**src/rtl/vga_pkg.sv**
```systemverilog
// Shared VGA timing constants and coordinate type for the timing generator,
// color mapper and ball/paddle logic.
package vga_pkg;

  localparam int unsigned COORD_W = 10;
  localparam int unsigned COLOR_W = 8;

  typedef logic [COORD_W-1:0] coord_t;

  localparam int unsigned H_VISIBLE_DEF = 640;
  localparam int unsigned H_FP_DEF      = 16;
  localparam int unsigned H_SYNC_DEF    = 96;
  localparam int unsigned H_BP_DEF      = 48;
  localparam int unsigned V_VISIBLE_DEF = 480;
  localparam int unsigned V_FP_DEF      = 10;
  localparam int unsigned V_SYNC_DEF    = 2;
  localparam int unsigned V_BP_DEF      = 33;

  localparam int unsigned H_TOTAL_DEF = H_VISIBLE_DEF + H_FP_DEF + H_SYNC_DEF + H_BP_DEF;
  localparam int unsigned V_TOTAL_DEF = V_VISIBLE_DEF + V_FP_DEF + V_SYNC_DEF + V_BP_DEF;

  localparam int unsigned H_SYNC_START_DEF = H_VISIBLE_DEF + H_FP_DEF;
  localparam int unsigned H_SYNC_END_DEF   = H_SYNC_START_DEF + H_SYNC_DEF;
  localparam int unsigned V_SYNC_START_DEF = V_VISIBLE_DEF + V_FP_DEF;
  localparam int unsigned V_SYNC_END_DEF   = V_SYNC_START_DEF + V_SYNC_DEF;

  // Half-open window test: lo <= c < hi.
  function automatic logic in_window(coord_t c, int unsigned lo, int unsigned hi);
    return (c >= COORD_W'(lo)) && (c < COORD_W'(hi));
  endfunction

endpackage

```
**src/rtl/vga_timing_gen.sv**
```systemverilog
// 640x480@60 VGA timing generator: pixel-rate divider, h/v counters, and an
// output stage that keeps sync, blank and color aligned on the same pixel.
module vga_timing_gen
  import vga_pkg::*;
#(
  parameter int unsigned H_VISIBLE = H_VISIBLE_DEF,
  parameter int unsigned H_FP      = H_FP_DEF,
  parameter int unsigned H_SYNC    = H_SYNC_DEF,
  parameter int unsigned H_BP      = H_BP_DEF,
  parameter int unsigned V_VISIBLE = V_VISIBLE_DEF,
  parameter int unsigned V_FP      = V_FP_DEF,
  parameter int unsigned V_SYNC    = V_SYNC_DEF,
  parameter int unsigned V_BP      = V_BP_DEF
) (
  input  logic               Clk,
  input  logic               Reset,
  input  logic [COLOR_W-1:0] Red,
  input  logic [COLOR_W-1:0] Green,
  input  logic [COLOR_W-1:0] Blue,
  output logic [COORD_W-1:0] DrawX,
  output logic [COORD_W-1:0] DrawY,
  output logic [COLOR_W-1:0] VGA_R,
  output logic [COLOR_W-1:0] VGA_G,
  output logic [COLOR_W-1:0] VGA_B,
  output logic               VGA_HS,
  output logic               VGA_VS,
  output logic               VGA_BLANK_N,
  output logic               VGA_SYNC_N,
  output logic               VGA_CLK,
  output logic               frame_end
);

  localparam int unsigned H_TOTAL      = H_VISIBLE + H_FP + H_SYNC + H_BP;
  localparam int unsigned V_TOTAL      = V_VISIBLE + V_FP + V_SYNC + V_BP;
  localparam int unsigned H_SYNC_START = H_VISIBLE + H_FP;
  localparam int unsigned H_SYNC_END   = H_SYNC_START + H_SYNC;
  localparam int unsigned V_SYNC_START = V_VISIBLE + V_FP;
  localparam int unsigned V_SYNC_END   = V_SYNC_START + V_SYNC;

  logic   pix_en;
  coord_t h;
  coord_t v;

  logic h_last_c;
  logic v_last_c;
  logic v_vis_last_c;
  logic h_sync_c;
  logic v_sync_c;
  logic visible_c;

  assign h_last_c     = (h == COORD_W'(H_TOTAL - 1));
  assign v_last_c     = (v == COORD_W'(V_TOTAL - 1));
  assign v_vis_last_c = (v == COORD_W'(V_VISIBLE - 1));
  assign h_sync_c     = in_window(h, H_SYNC_START, H_SYNC_END);
  assign v_sync_c     = in_window(v, V_SYNC_START, V_SYNC_END);
  assign visible_c    = (h < COORD_W'(H_VISIBLE)) && (v < COORD_W'(V_VISIBLE));

  // Divide-by-two pixel enable and raster counters.
  always_ff @(posedge Clk) begin
    if (Reset) begin
      pix_en <= 1'b0;
      h      <= '0;
      v      <= '0;
    end else begin
      pix_en <= ~pix_en;
      if (pix_en) begin
        if (h_last_c) begin
          h <= '0;
          v <= v_last_c ? '0 : v + COORD_W'(1);
        end else begin
          h <= h + COORD_W'(1);
        end
      end
    end
  end

  // Pin stage samples the pixel being left, so all pins share one pixel of latency.
  always_ff @(posedge Clk) begin
    if (Reset) begin
      VGA_HS      <= 1'b1;
      VGA_VS      <= 1'b1;
      VGA_BLANK_N <= 1'b0;
      VGA_R       <= '0;
      VGA_G       <= '0;
      VGA_B       <= '0;
    end else if (pix_en) begin
      VGA_HS      <= ~h_sync_c;
      VGA_VS      <= ~v_sync_c;
      VGA_BLANK_N <= visible_c;
      VGA_R       <= visible_c ? Red   : '0;
      VGA_G       <= visible_c ? Green : '0;
      VGA_B       <= visible_c ? Blue  : '0;
    end
  end

  // One-Clk pulse as the raster steps from the last visible line into blanking.
  always_ff @(posedge Clk) begin
    if (Reset) begin
      frame_end <= 1'b0;
    end else begin
      frame_end <= pix_en & h_last_c & v_vis_last_c;
    end
  end

  assign DrawX      = h;
  assign DrawY      = v;
  assign VGA_CLK    = pix_en;
  assign VGA_SYNC_N = 1'b0;

endmodule

```
**config.mk**
```make
export PLATFORM = sky130hd
export DESIGN_NAME = vga_timing_gen
export DESIGN_NICKNAME = d
export VERILOG_FILES = /design/src/rtl/vga_pkg.sv /design/src/rtl/vga_timing_gen.sv
export SDC_FILE = /design/constraint.sdc
export NUM_CORES = 1
export LEC_CHECK = 0
export ABC_AREA = 1
export CAP_MARGIN = 10
export CORE_MARGIN = 10
export CORE_UTILIZATION = 50
export CTS_BUF_LIST = sky130_fd_sc_hd__clkbuf_16
export DETAILED_ROUTE_END_ITERATION = 6
export DONT_BUFFER_PORTS = 1
export SYNTH_ARGS = -nofsm -noshare
export SYNTH_HDL_FRONTEND = slang
export SYNTH_SLANG_ARGS = --single-unit
```
**constraint.sdc**
```tcl
create_clock -name Clk -period 4.3 [get_ports Clk]
set_input_delay 0.86 -clock Clk [delete_from_list [all_inputs] [get_ports Clk]]
set_output_delay 0.86 -clock Clk [all_outputs]
set_load 0.02 [all_outputs]
```
# Word-level counts from Yosys, hierarchy flattened
# Index checks and enable logic that the tools add are counted.
dict set report word_totals {
  ff_bits 49
  latchBits 0
  ramBits 0
  romBits 0
  in_bits 26
  output_inout_bits 50
  elab_cells 35
  memories 0
}
dict set report classes {
  addsub 2
  mul 0
  div 0
  order_cmp 6
  eq_ne 3
  shifts 0
  mux 5
  bitwise_logic 5
  n_reduce_logical 4
}
# op count
set ops {}
lappend ops {{$mux 8} 3}
lappend ops {{$add 10x1->10 const B} 2}
lappend ops {{$eq 10x10->1 const B} 2}
lappend ops {{$lt 10x10->1 const B} 2}
lappend ops {{$lt 10x9->1 const B} 2}
lappend ops {{$mux 10} 2}
lappend ops {{$eq 10x9->1 const B} 1}
lappend ops {{$ge 10x10->1 const B} 1}
lappend ops {{$ge 10x9->1 const B} 1}
lappend ops {{$logic_and 1x1->1} 3}
lappend ops {{$not 1->1} 3}
lappend ops {{$and 1x1->1} 2}
lappend ops {{$reduce_and 2->1} 1}

# Logic depth before layout (Yosys ltp)
# Gate-level depths: netlist of the first run.
dict set report depth {
  depth_word 3
  depth_mapped 9
  depth_no_buf 9
}

# Least setup slack after synthesis of the first run
# No wires, ideal clock.
dict set report synth_timing {
  path_type {input -> register}
  start {input port Reset}
  end {register VGA_G[4]}
  setup_time_ns 0.059
  arrival_time_ns 1.644
  t_required_ns 4.241
  path_slack_ns 2.597
  cell_stages 5
  n_path_buf 2
  path_cell_list {buf_2 nor2_2 clkbuf_1 nand2_1 nand2_1}
}
# item line
set synth_lines {}
lappend synth_lines {{from (decl)} vga_timing_gen.sv:16} ;# input logic Reset,
lappend synth_lines {{to (signal assigned)} vga_timing_gen.sv:91} ;# VGA_G <= visible_c ? Green : '0;
lappend synth_lines {{to (decl)} vga_timing_gen.sv:23} ;# output logic [COLOR_W-1:0] VGA_G,

# Final worst setup path of the first run
dict set report layout_timing {
  start {register v[7] (netlist: DrawY[7])}
  end {register VGA_R[5]}
}
dict set report layout_between {
  elab_chain_cells 3
}
# item line
set layout_rtl {}
lappend layout_rtl {{from (decl)} vga_timing_gen.sv:42} ;# coord_t v;
lappend layout_rtl {{from (signal assigned)} vga_timing_gen.sv:69} ;# v <= v_last_c ? '0 : v + COORD_W'(1);
lappend layout_rtl {{$lt 10x9->1} vga_timing_gen.sv:56} ;# assign visible_c = (h < COORD_W'(H_VISIBLE)) && (v < COORD_W'(V_VISIBLE));
lappend layout_rtl {{$logic_and 1x1->1} vga_timing_gen.sv:56}
lappend layout_rtl {{$mux 8} vga_timing_gen.sv:90} ;# VGA_R <= visible_c ? Red : '0;
lappend layout_rtl {{to (signal assigned)} vga_timing_gen.sv:90}
lappend layout_rtl {{to (decl)} vga_timing_gen.sv:22} ;# output logic [COLOR_W-1:0] VGA_R,
# No other way between the ends.
# A chain may end at the register's enable or synchronous reset.

==> results.sh, run 1 <==
export IMPL_fin_crit_sh_pct=47.2
export IMPL_crit_slowest_cell="nand2_1"
export IMPL_fp_dieH_microns=87.0
export IMPL_worst_pin_slew_ns=1.01
export IMPL_leakage_nw=1.07
export IMPL_drtIter0Drc=115
export IMPL_clock_path_buffers=2
export IMPL_grtUsageMet3_pct=7.40
export IMPL_dr_pass1_iters=4
export IMPL_cts_root_buf="clkbuf_16"
export IMPL_num_rows=24
export IMPL_grt_usage_pct=14.2
export IMPL_hold_violations=0
export IMPL_drt_total_wl_microns=5270
export IMPL_vias=1797
export IMPL_viasPerCell=5.06
export IMPL_synthFlopType="dfxtp_1"
export IMPL_crit_path_start_kind="flip-flop"
export IMPL_synth_distinct_cells=28
export IMPL_die_x_microns=87.0
export IMPL_ys_seq_elements=49
export IMPL_criticalPathCategory="reg2reg"
export IMPL_area_growth_syn_to_layout_pct=8.13
export IMPL_grt_busiest_layer="met2"
export IMPL_initial_core_util_pct=51.6
export IMPL_synth_area_sq_um=2250
export IMPL_required_ns=4.48
export IMPL_portBuffers=0
export IMPL_grt_max_degree=28
export IMPL_finalClockSkew_ns=0.00546
export IMPL_peakVddDrop_mv=0.260
export IMPL_grt_use_met2_pct=21.9
export IMPL_io_pins=76
export IMPL_cts_resized=0
export IMPL_clkSinkCount=49
export IMPL_rsz0062_at_grt="no"
export IMPL_endpoint_kind="flip-flop"
export IMPL_reg2reg_slack_ns=2.27
export IMPL_final_setup_tns_ns=0
export IMPL_crit_path_max_fanout=25
export IMPL_place_congestion=0.803
export IMPL_drc=0
export IMPL_crit_path_frequent_cell="nand2_1"
export IMPL_cp_slowest_stage_delay_ns=0.62
export IMPL_p_per_area_nw_per_um2=432
export IMPL_dp_slack_ns=2.11
export IMPL_worstPathArrival_ns=2.21
export IMPL_ys_warnings_count=0
export IMPL_antenna_cells=0
export IMPL_core_area_sq_um=4350
export IMPL_numCtsBuffers=5
export IMPL_routedWlPerCell_microns=14.8
export IMPL_drv_slew=0
export IMPL_synth_edf_count=0
export IMPL_max_freq_ghz=0.493
export IMPL_worstHoldPathType="reg2reg"
export IMPL_postCtsSetupBuffers=0
export IMPL_grt_pass1_vias=1802
export IMPL_synth_area_per_cell_sq_um=7.36
export IMPL_insertion_delay_ns=0.29
export IMPL_die_area_sq_um=7570
export IMPL_antenna_found_initial=0
export IMPL_hold_buffers=0
export IMPL_async_flop_share_pct=0
export IMPL_synth_cells=305
export IMPL_status="finished clean"
export IMPL_cts_max_level=2
export IMPL_slew_headroom_pct=32.8
export IMPL_drv_cap=0
export IMPL_syn_nets=336
export IMPL_ys_seq_area_share_pct=43.7
export IMPL_ant_nets=0
export IMPL_min_period_ns=2.03
export IMPL_nets=333
export IMPL_path_cells="nand2_1 > nor3_2 > nand2_1 > nand3_1 > nand2_1"
export IMPL_grt_overflow=0
export IMPL_dp_hpwl_microns=3900
export IMPL_setup_viol=0
export IMPL_grt_pass1_wl_microns=8760
export IMPL_setup_ws_ns=2.27
export IMPL_cts_tree="done"
export IMPL_clkTransAtPathRegs_ns=0.07
export IMPL_drive_gt1_share_pct=8.58
export IMPL_use_met1_pct=17.0
cells in the mapped netlist, drive strengths merged (3+ instances only):
library cell   n  share of area, %
dfxtp         49                44
xor2           3               1.2
a21oi         11               2.5
nand3         38                11
nand4          5               1.4
nor2          49               8.6
nand2         93                16
nor3           6               1.8
ha             5               2.8
inv           25               4.4
buf           10               3.6
final timing paths:
| check | startpoint | cells past startpoint | to |
|---|---|---|---|
| max | DrawY[7] | 5 | VGA_R[5] |
| min | VGA_G[6] | 2 | VGA_G[6] |
| max reg2reg | DrawY[7] | 5 | VGA_R[5] |
| min reg2reg | VGA_G[6] | 2 | VGA_G[6] |
final cells by class:
type                            count  area (sq um)
Fill cell                         413          1930
Clock buffer                        5           125
Multi-Input combinational cell    220          1080
Sequential cell                    49           981
Tap cell                           52          65.1
Clock inverter                      3          68.8
Timing Repair Buffer                1          7.51
Inverter                           25          98.8
cell families (layout without fill, tap and decap cells):
logic type,after synthesis,in the layout,share of synthesized area [%]
simple gates,194,194,39.7
buf+inv,36,34,8.13
xor+xnor,5,5,1.95
flops,49,49,43.7
fa+ha+maj,5,5,2.79
other cells,1,1,0.167
compound gates,15,15,3.57
critical path, delay by kind of cell, from the launching register on:
family,cells,cell delay [ns]
and+or+nand+nor,5,1.36
DFF,1,0.56
sequential cells by signal, summed over array words and instances (netlist names):
register     flops
DrawX           10
VGA_G            8
frame_end        1
VGA_B            8
VGA_R            8
VGA_VS           1
VGA_HS           1
VGA_BLANK_N      1
DrawY           10
VGA_CLK          1
through the flow:
step	cell area, sq um	instances	power, mW	utilization, %	hold slack (ns)
6_report	2430	355	1.05	55.8	0.559
5_1_grt	2430	355	1.09	55.8	0.577
4_1_cts	2430	355	1.06	55.8	0.565
3_5_place_dp	2230	347	0.553	51.3	0.553
3_3_place_gp	2230	347	0.552	51.3	0.552
2_1_floorplan	2250	305	0.546	-	0.527
layout by cell type (no fill, tap or decap), drive strengths merged:
| master | Yosys | final |
|---|---|---|
| xnor2 | 2 | 2 |
| xor2 | 3 | 3 |
| nor4 | 2 | 2 |
| nor2 | 49 | 49 |
| inv | 25 | 26 |
| nand4 | 5 | 5 |
| dfxtp | 49 | 49 |
| bufinv | 0 | 2 |
| buf | 10 | 1 |
| nand2 | 93 | 93 |
| nand3b | 1 | 1 |
| a211oi | 1 | 1 |
| o21ai | 1 | 1 |
| a31oi | 2 | 2 |
| clkbuf | 1 | 5 |
| nand3 | 38 | 38 |
| a21oi | 11 | 11 |
| nor3 | 6 | 6 |
| ha | 5 | 5 |
| conb | 1 | 1 |
layer usage:
| metal | vias up | part of all wire [%] |
|---|---|---|
| li1 | 957 | - |
| met1 | 787 | 43 |
| met2 | 51 | 46 |
| met3 | 2 | 11 |
| met4 | 0 | 0.21 |
| met5 | - | 0 |
power breakdown:
group	switching, mW	internal (mW)	total (mW)
combinational	0.0238	0.0118	0.0356
sequential	0.0350	0.470	0.505
clock	0.172	0.335	0.507
Note: power is estimated with default switching activity, not from simulation.
==> run 2, diff against run 1 <==
==> constraint.sdc (replaced) <==
create_clock -name Clk -period 2.1 [get_ports Clk]
set_input_delay 0.42 -clock Clk [delete_from_list [all_inputs] [get_ports Clk]]
set_output_delay 0.42 -clock Clk [all_outputs]
set_load 0.02 [all_outputs]
==> run 2 against run 1 <==
Against the previous run: clock skew fell by 0.0019 ns; first-iteration DRC count fell by 25%; non-clock buffer count rose by 11; cell count rose by 3.1%; global-route usage rose by 0.27 points; highest routed layer unchanged.
==> results.sh, run 2 (synthesis gave the netlist of run 1 again) <==
export IMPL_status="finished clean"
export IMPL_final_area_sq_um=2460
export IMPL_peakVddDrop_mv=0.464
export IMPL_rsz0062_at_grt="no"
export IMPL_crit_path_start_kind="flip-flop"
export IMPL_place_congestion=0.810
export IMPL_cp_top_family="simple AND/OR/NAND/NOR gates"
export IMPL_max_freq_ghz=0.555
export IMPL_routedWlPerCell_microns=14.7
export IMPL_criticalPathCategory="reg2reg"
export IMPL_viasPerCell=5.05
export IMPL_routed_wl_met2_microns=2420
export IMPL_p_clk_share_pct=41.6
export IMPL_ff2ff_path_depth=7
export IMPL_die_x_microns=87.0
export IMPL_fin_crit_sh_pct=85.8
export IMPL_final_cells=366
export IMPL_hold_buffers=0
export IMPL_p_sw_share_pct=24.7
export IMPL_postCtsSetupBuffers=0
export IMPL_seqPwrFrac_pct=53.9
export IMPL_initial_core_util_pct=51.6
export IMPL_leakage_nw=1.10
export IMPL_clkTransAtPathRegs_ns=0.07
export IMPL_setup_viol=0
export IMPL_drt_total_wl_microns=5390
export IMPL_numCtsBuffers=5
export IMPL_drv_slew=0
export IMPL_grt_overflow=0
export IMPL_vias=1848
export IMPL_grt_pass1_vias=1835
export IMPL_antenna_cells=0
export IMPL_drc=0
export IMPL_crit_path_frequent_cell="nand2_1"
export IMPL_cts_root_buf="clkbuf_16"
export IMPL_top_layer_used="met4"
export IMPL_cts_resized=0
export IMPL_num_rows=24
export IMPL_insertion_delay_ns=0.28
export IMPL_finalClockSkew_ns=0.00354
export IMPL_slew_headroom_pct=33.2
export IMPL_grt_max_degree=28
export IMPL_cts_max_level=2
export IMPL_antenna_found_initial=0
export IMPL_min_period_ns=1.80
export IMPL_grt_pass1_wl_microns=8910
export IMPL_fp_dieH_microns=87.0
export IMPL_finalPower_mw=1.91
export IMPL_p_per_area_nw_per_um2=773
export IMPL_endpoint_kind="flip-flop"
export IMPL_crit_cells=7
export IMPL_nets=344
export IMPL_core_area_sq_um=4350
export IMPL_hold_slack_ns=0.198
export IMPL_dp_hpwl_microns=4010
export IMPL_combPwrFrac_pct=4.5
export IMPL_post_route_util_pct=56.6
export IMPL_drv_cap=0
export IMPL_p_sw_mw=0.470
export IMPL_required_ns=2.28
export IMPL_clock_path_buffers=2
export IMPL_drtIter0Drc=86
export IMPL_die_area_sq_um=7570
export IMPL_nFillCells=409
export IMPL_wl_met1_microns=2320
export IMPL_min_path_cells=1
export IMPL_ant_nets=0
export IMPL_reg2reg_slack_ns=0.30
export IMPL_portBuffers=0
export IMPL_dpl_cell_area_sq_um=2320
export IMPL_final_cell_mix="nand2_1 (92), dfxtp_1 (49), nor2_1 (47)"
export IMPL_crit_path_max_fanout=8
export IMPL_power_internal_mw=1.44
export IMPL_setup_ws_ns=0.299
export IMPL_crit_slowest_cell="dfxtp_1"
export IMPL_cts_tree="done"
export IMPL_path_cells="nand2_1 > nor2_1 > nand4_1 > nand2_2 > nand2_1 > nand2_1 > nor2_1"
export IMPL_path_buf_inv=0
export IMPL_dp_slack_ns=0.295
export IMPL_grt_usage_pct=14.4
export IMPL_worstPathArrival_ns=1.98
export IMPL_layout_commonest_cell="nand2_1"
export IMPL_area_growth_syn_to_layout_pct=9.69
export IMPL_final_setup_tns_ns=0
export IMPL_io_pins=76
export IMPL_cp_slowest_stage_delay_ns=0.54
export IMPL_dr_wl_met3_microns=591
export IMPL_dpl_cell_count=358
export IMPL_drive_gt1_share_pct=11.8
export IMPL_worst_pin_slew_ns=1.00
export IMPL_worstHoldPathType="in2reg"
export IMPL_hold_violations=0
export IMPL_dr_pass1_iters=4
export IMPL_clkSinkCount=49
==> run 2: cell count changes in the layout (fill, tap and decap cells not counted), sizes merged <==
cell	delta
clkinv	+1
buf	+11
bufinv	-2
clkinvlp	+1
==> run 2: power by group through the flow <==
stage	combinational, mW	sequential [mW]	clock [mW]
finish	0.0866	1.03	0.792
global route	0.100	1.03	0.852
CTS	0.0884	1.03	0.812
detailed placement	0.0888	1.05	0
global placement	0.0868	1.05	0
floorplan	0.0739	1.04	0
==> run 2: worst paths after layout <==
check	from	endpoint
max reg2reg	DrawX[8]	DrawY[9]
max	DrawX[8]	DrawY[9]
min	Reset	DrawX[7]
min reg2reg	VGA_G[6]	VGA_G[6]
==> run 2: per-layer routing <==
| metal | global-route usage (%) | vias up |
|---|---|---|
| met5 | 0 | - |
| met2 | 22.1 | 54 |
| met4 | 4.42 | 0 |
| li1 | - | 978 |
| met3 | 7.21 | 7 |
| met1 | 17.2 | 809 |
==> run 2: area by class of cell <==
class                           instances  area [sq um]  share of cell area (%)
Multi-Input combinational cell        220          1080                    43.9
Tap cell                               52          65.1                    2.64
Sequential cell                        49           981                    39.8
Clock inverter                          3          21.3                   0.863
Timing Repair Buffer                   12          90.1                    3.66
Inverter                               25          98.8                    4.01
Clock buffer                            5           125                    5.08
==> run 3, diff against run 2 <==
--- a/config.mk
+++ b/config.mk
@@ -6,12 +6,13 @@
 export NUM_CORES = 1
 export LEC_CHECK = 0
 export ABC_AREA = 1
+export BUFFER_PORTS_ARGS = -buffer_cell sky130_fd_sc_hd__buf_2
 export CAP_MARGIN = 10
 export CORE_MARGIN = 10
 export CORE_UTILIZATION = 50
 export CTS_BUF_LIST = sky130_fd_sc_hd__clkbuf_16
 export DETAILED_ROUTE_END_ITERATION = 6
-export DONT_BUFFER_PORTS = 1
+export PLACE_DENSITY = 0.79
 export SYNTH_ARGS = -nofsm -noshare
 export SYNTH_HDL_FRONTEND = slang
 export SYNTH_SLANG_ARGS = --single-unit
==> run 3 against run 2 <==
Against the previous run: sequential power decreased by 4%; non-clock buffer count grew 65; die area did not move; via count increased by 16%; cell count rose by 18%; setup slack better by 0.14 ns; routed wire length increased by 4.4%; maximum frequency rose by 8.4%; combinational power grew 110%; critical path type unchanged; critical endpoint is now DrawY[5]; highest routed layer unchanged.
==> results.sh, run 3 (synthesis gave the netlist of run 1 again) <==
export IMPL_num_rows=24
export IMPL_place_congestion=0.861
export IMPL_cp_slowest_stage_delay_ns=0.39
export IMPL_drive_gt1_share_pct=26.6
export IMPL_clkTransAtPathRegs_ns=0.07
export IMPL_final_setup_tns_ns=0
export IMPL_routedWlPerCell_microns=13.1
export IMPL_min_path_cells=3
export IMPL_drv_slew=0
export IMPL_hold_slack_ns=0.346
export IMPL_min_period_ns=1.66
export IMPL_ff2ff_path_depth=8
export IMPL_crit_slowest_cell="dfxtp_1"
export IMPL_hold_buffers=0
export IMPL_insertion_delay_ns=0.29
export IMPL_status="finished clean"
export IMPL_drv_cap=0
export IMPL_reg2reg_slack_ns=0.44
export IMPL_crit_path_max_fanout=8
export IMPL_numCtsBuffers=5
export IMPL_worstPathArrival_ns=1.84
export IMPL_fin_crit_sh_pct=79.1
export IMPL_use_met1_pct=16.9
export IMPL_hold_violations=0
export IMPL_hold_path_startpoint="Green[6]"
export IMPL_nFillCells=400
export IMPL_p_per_area_nw_per_um2=700
export IMPL_path_buf_inv=0
export IMPL_cts_root_buf="clkbuf_16"
export IMPL_crit_path_start_kind="flip-flop"
export IMPL_dp_hpwl_microns=4290
export IMPL_io_pins=76
export IMPL_dpl_cell_count=423
export IMPL_die_x_microns=87.0
export IMPL_r2r_start="DrawX[0]"
export IMPL_cts_max_level=2
export IMPL_finalClockSkew_ns=0.00649
export IMPL_grt_busiest_layer="met2"
export IMPL_core_area_sq_um=4350
export IMPL_viasPerCell=4.97
export IMPL_cts_resized=0
export IMPL_antenna_cells=0
export IMPL_timing_rr_end="DrawY[5]"
export IMPL_worstHoldPathType="in2reg"
export IMPL_die_area_sq_um=7570
export IMPL_grt_pass1_vias=2070
export IMPL_drc=0
export IMPL_cp_top_family="simple AND/OR/NAND/NOR gates"
export IMPL_rsz0062_at_grt="no"
export IMPL_fp_dieH_microns=87.0
export IMPL_peakVddDrop_mv=0.513
export IMPL_nets=409
export IMPL_grt_usage_pct=15.2
export IMPL_initial_core_util_pct=51.6
export IMPL_final_cell_mix="nand2_1 (92), buf_2 (74), dfxtp_1 (49)"
export IMPL_endpoint_kind="flip-flop"
export IMPL_layout_commonest_cell="nand2_1"
export IMPL_grt_pass1_wl_microns=9510
export IMPL_clkSinkCount=49
export IMPL_grt_max_degree=27
export IMPL_postCtsSetupBuffers=0
export IMPL_antenna_found_initial=0
export IMPL_cts_tree="done"
export IMPL_path_cells="ha_1 > nand2_1 > nor2_1 > nand4_1 > nand2_2 > nand2_1 > nand2_1 > nor2_1"
export IMPL_final_cells=431
export IMPL_criticalPathCategory="reg2reg"
export IMPL_max_freq_ghz=0.602
export IMPL_clock_path_buffers=2
export IMPL_dr_pass1_iters=4
export IMPL_crit_path_frequent_cell="nand2_1"
export IMPL_area_growth_syn_to_layout_pct=23.0
export IMPL_required_ns=2.28
export IMPL_drtIter0Drc=125
export IMPL_grt_overflow=0
export IMPL_grt_use_met2_pct=24.9
export IMPL_regArea_sq_um=981
export IMPL_vias=2141
export IMPL_portBuffers=74
export IMPL_multi_input_area_sq_um=1080
export IMPL_leakage_nw=1.41
export IMPL_ant_nets=0
export IMPL_setup_viol=0
export IMPL_drt_total_wl_microns=5630
export IMPL_grtUsageMet3_pct=6.74
export IMPL_holdPathEnd="VGA_G[6]"
==> run 3: changes by cell type in the layout (fill, tap and decap cells not counted), sizes merged <==
| cell | change |
|---|---|
| buf | +65 |
| clkinvlp | -1 |
| inv | +1 |
==> run 3: worst max path at each step <==
stage	startpoint	endpoint	cells past startpoint
floorplan	DrawX[0]	DrawY[8]	9
global placement	DrawX[0]	DrawY[9]	8
detailed placement	DrawX[0]	DrawY[5]	8
CTS	DrawX[0]	DrawY[5]	8
global route	DrawX[0]	DrawY[5]	8
finish	DrawX[0]	DrawY[5]	8
==> run 3: stage by stage <==
| stage | area, sq um | util (%) | total power [mW] | setup WS [ns] |
|---|---|---|---|---|
| finish | 2760 | 63.4 | 1.94 | 0.439 |
| global route | 2760 | 63.4 | 2.03 | 0.246 |
| CTS | 2760 | 63.4 | 1.96 | 0.433 |
| detailed placement | 2620 | 60.2 | 1.19 | 0.463 |
| global placement | 2620 | 60.2 | 1.18 | 0.553 |
| floorplan | 2250 | - | 1.12 | 0.513 |
==> run 3: tightest hold or removal path, cell delays in order <==
cell,delay (ns)
buf_2,0.08
nand3_1,0.06
nand2_1,0.05
==> run 3: power breakdown <==
group          internal [mW]  switching (mW)
clock                  0.439           0.332
combinational         0.0633           0.117
sequential             0.963          0.0207
==> run 3: metal layers <==
layer	share of wire [%]	wire, microns
met3	9.8	553
met4	0.59	33
met2	48	2680
met1	42	2370
met5	0	0
==> run 3: area by class of cell <==
type                       count  area share [%]
clock buffer                   5            4.53
sequential                    49            35.5
timing repair buffer          77            14.2
tap                           52            2.36
multi-input combinational    220            39.2
clock inverter                 3           0.634
inverter                      25            3.58
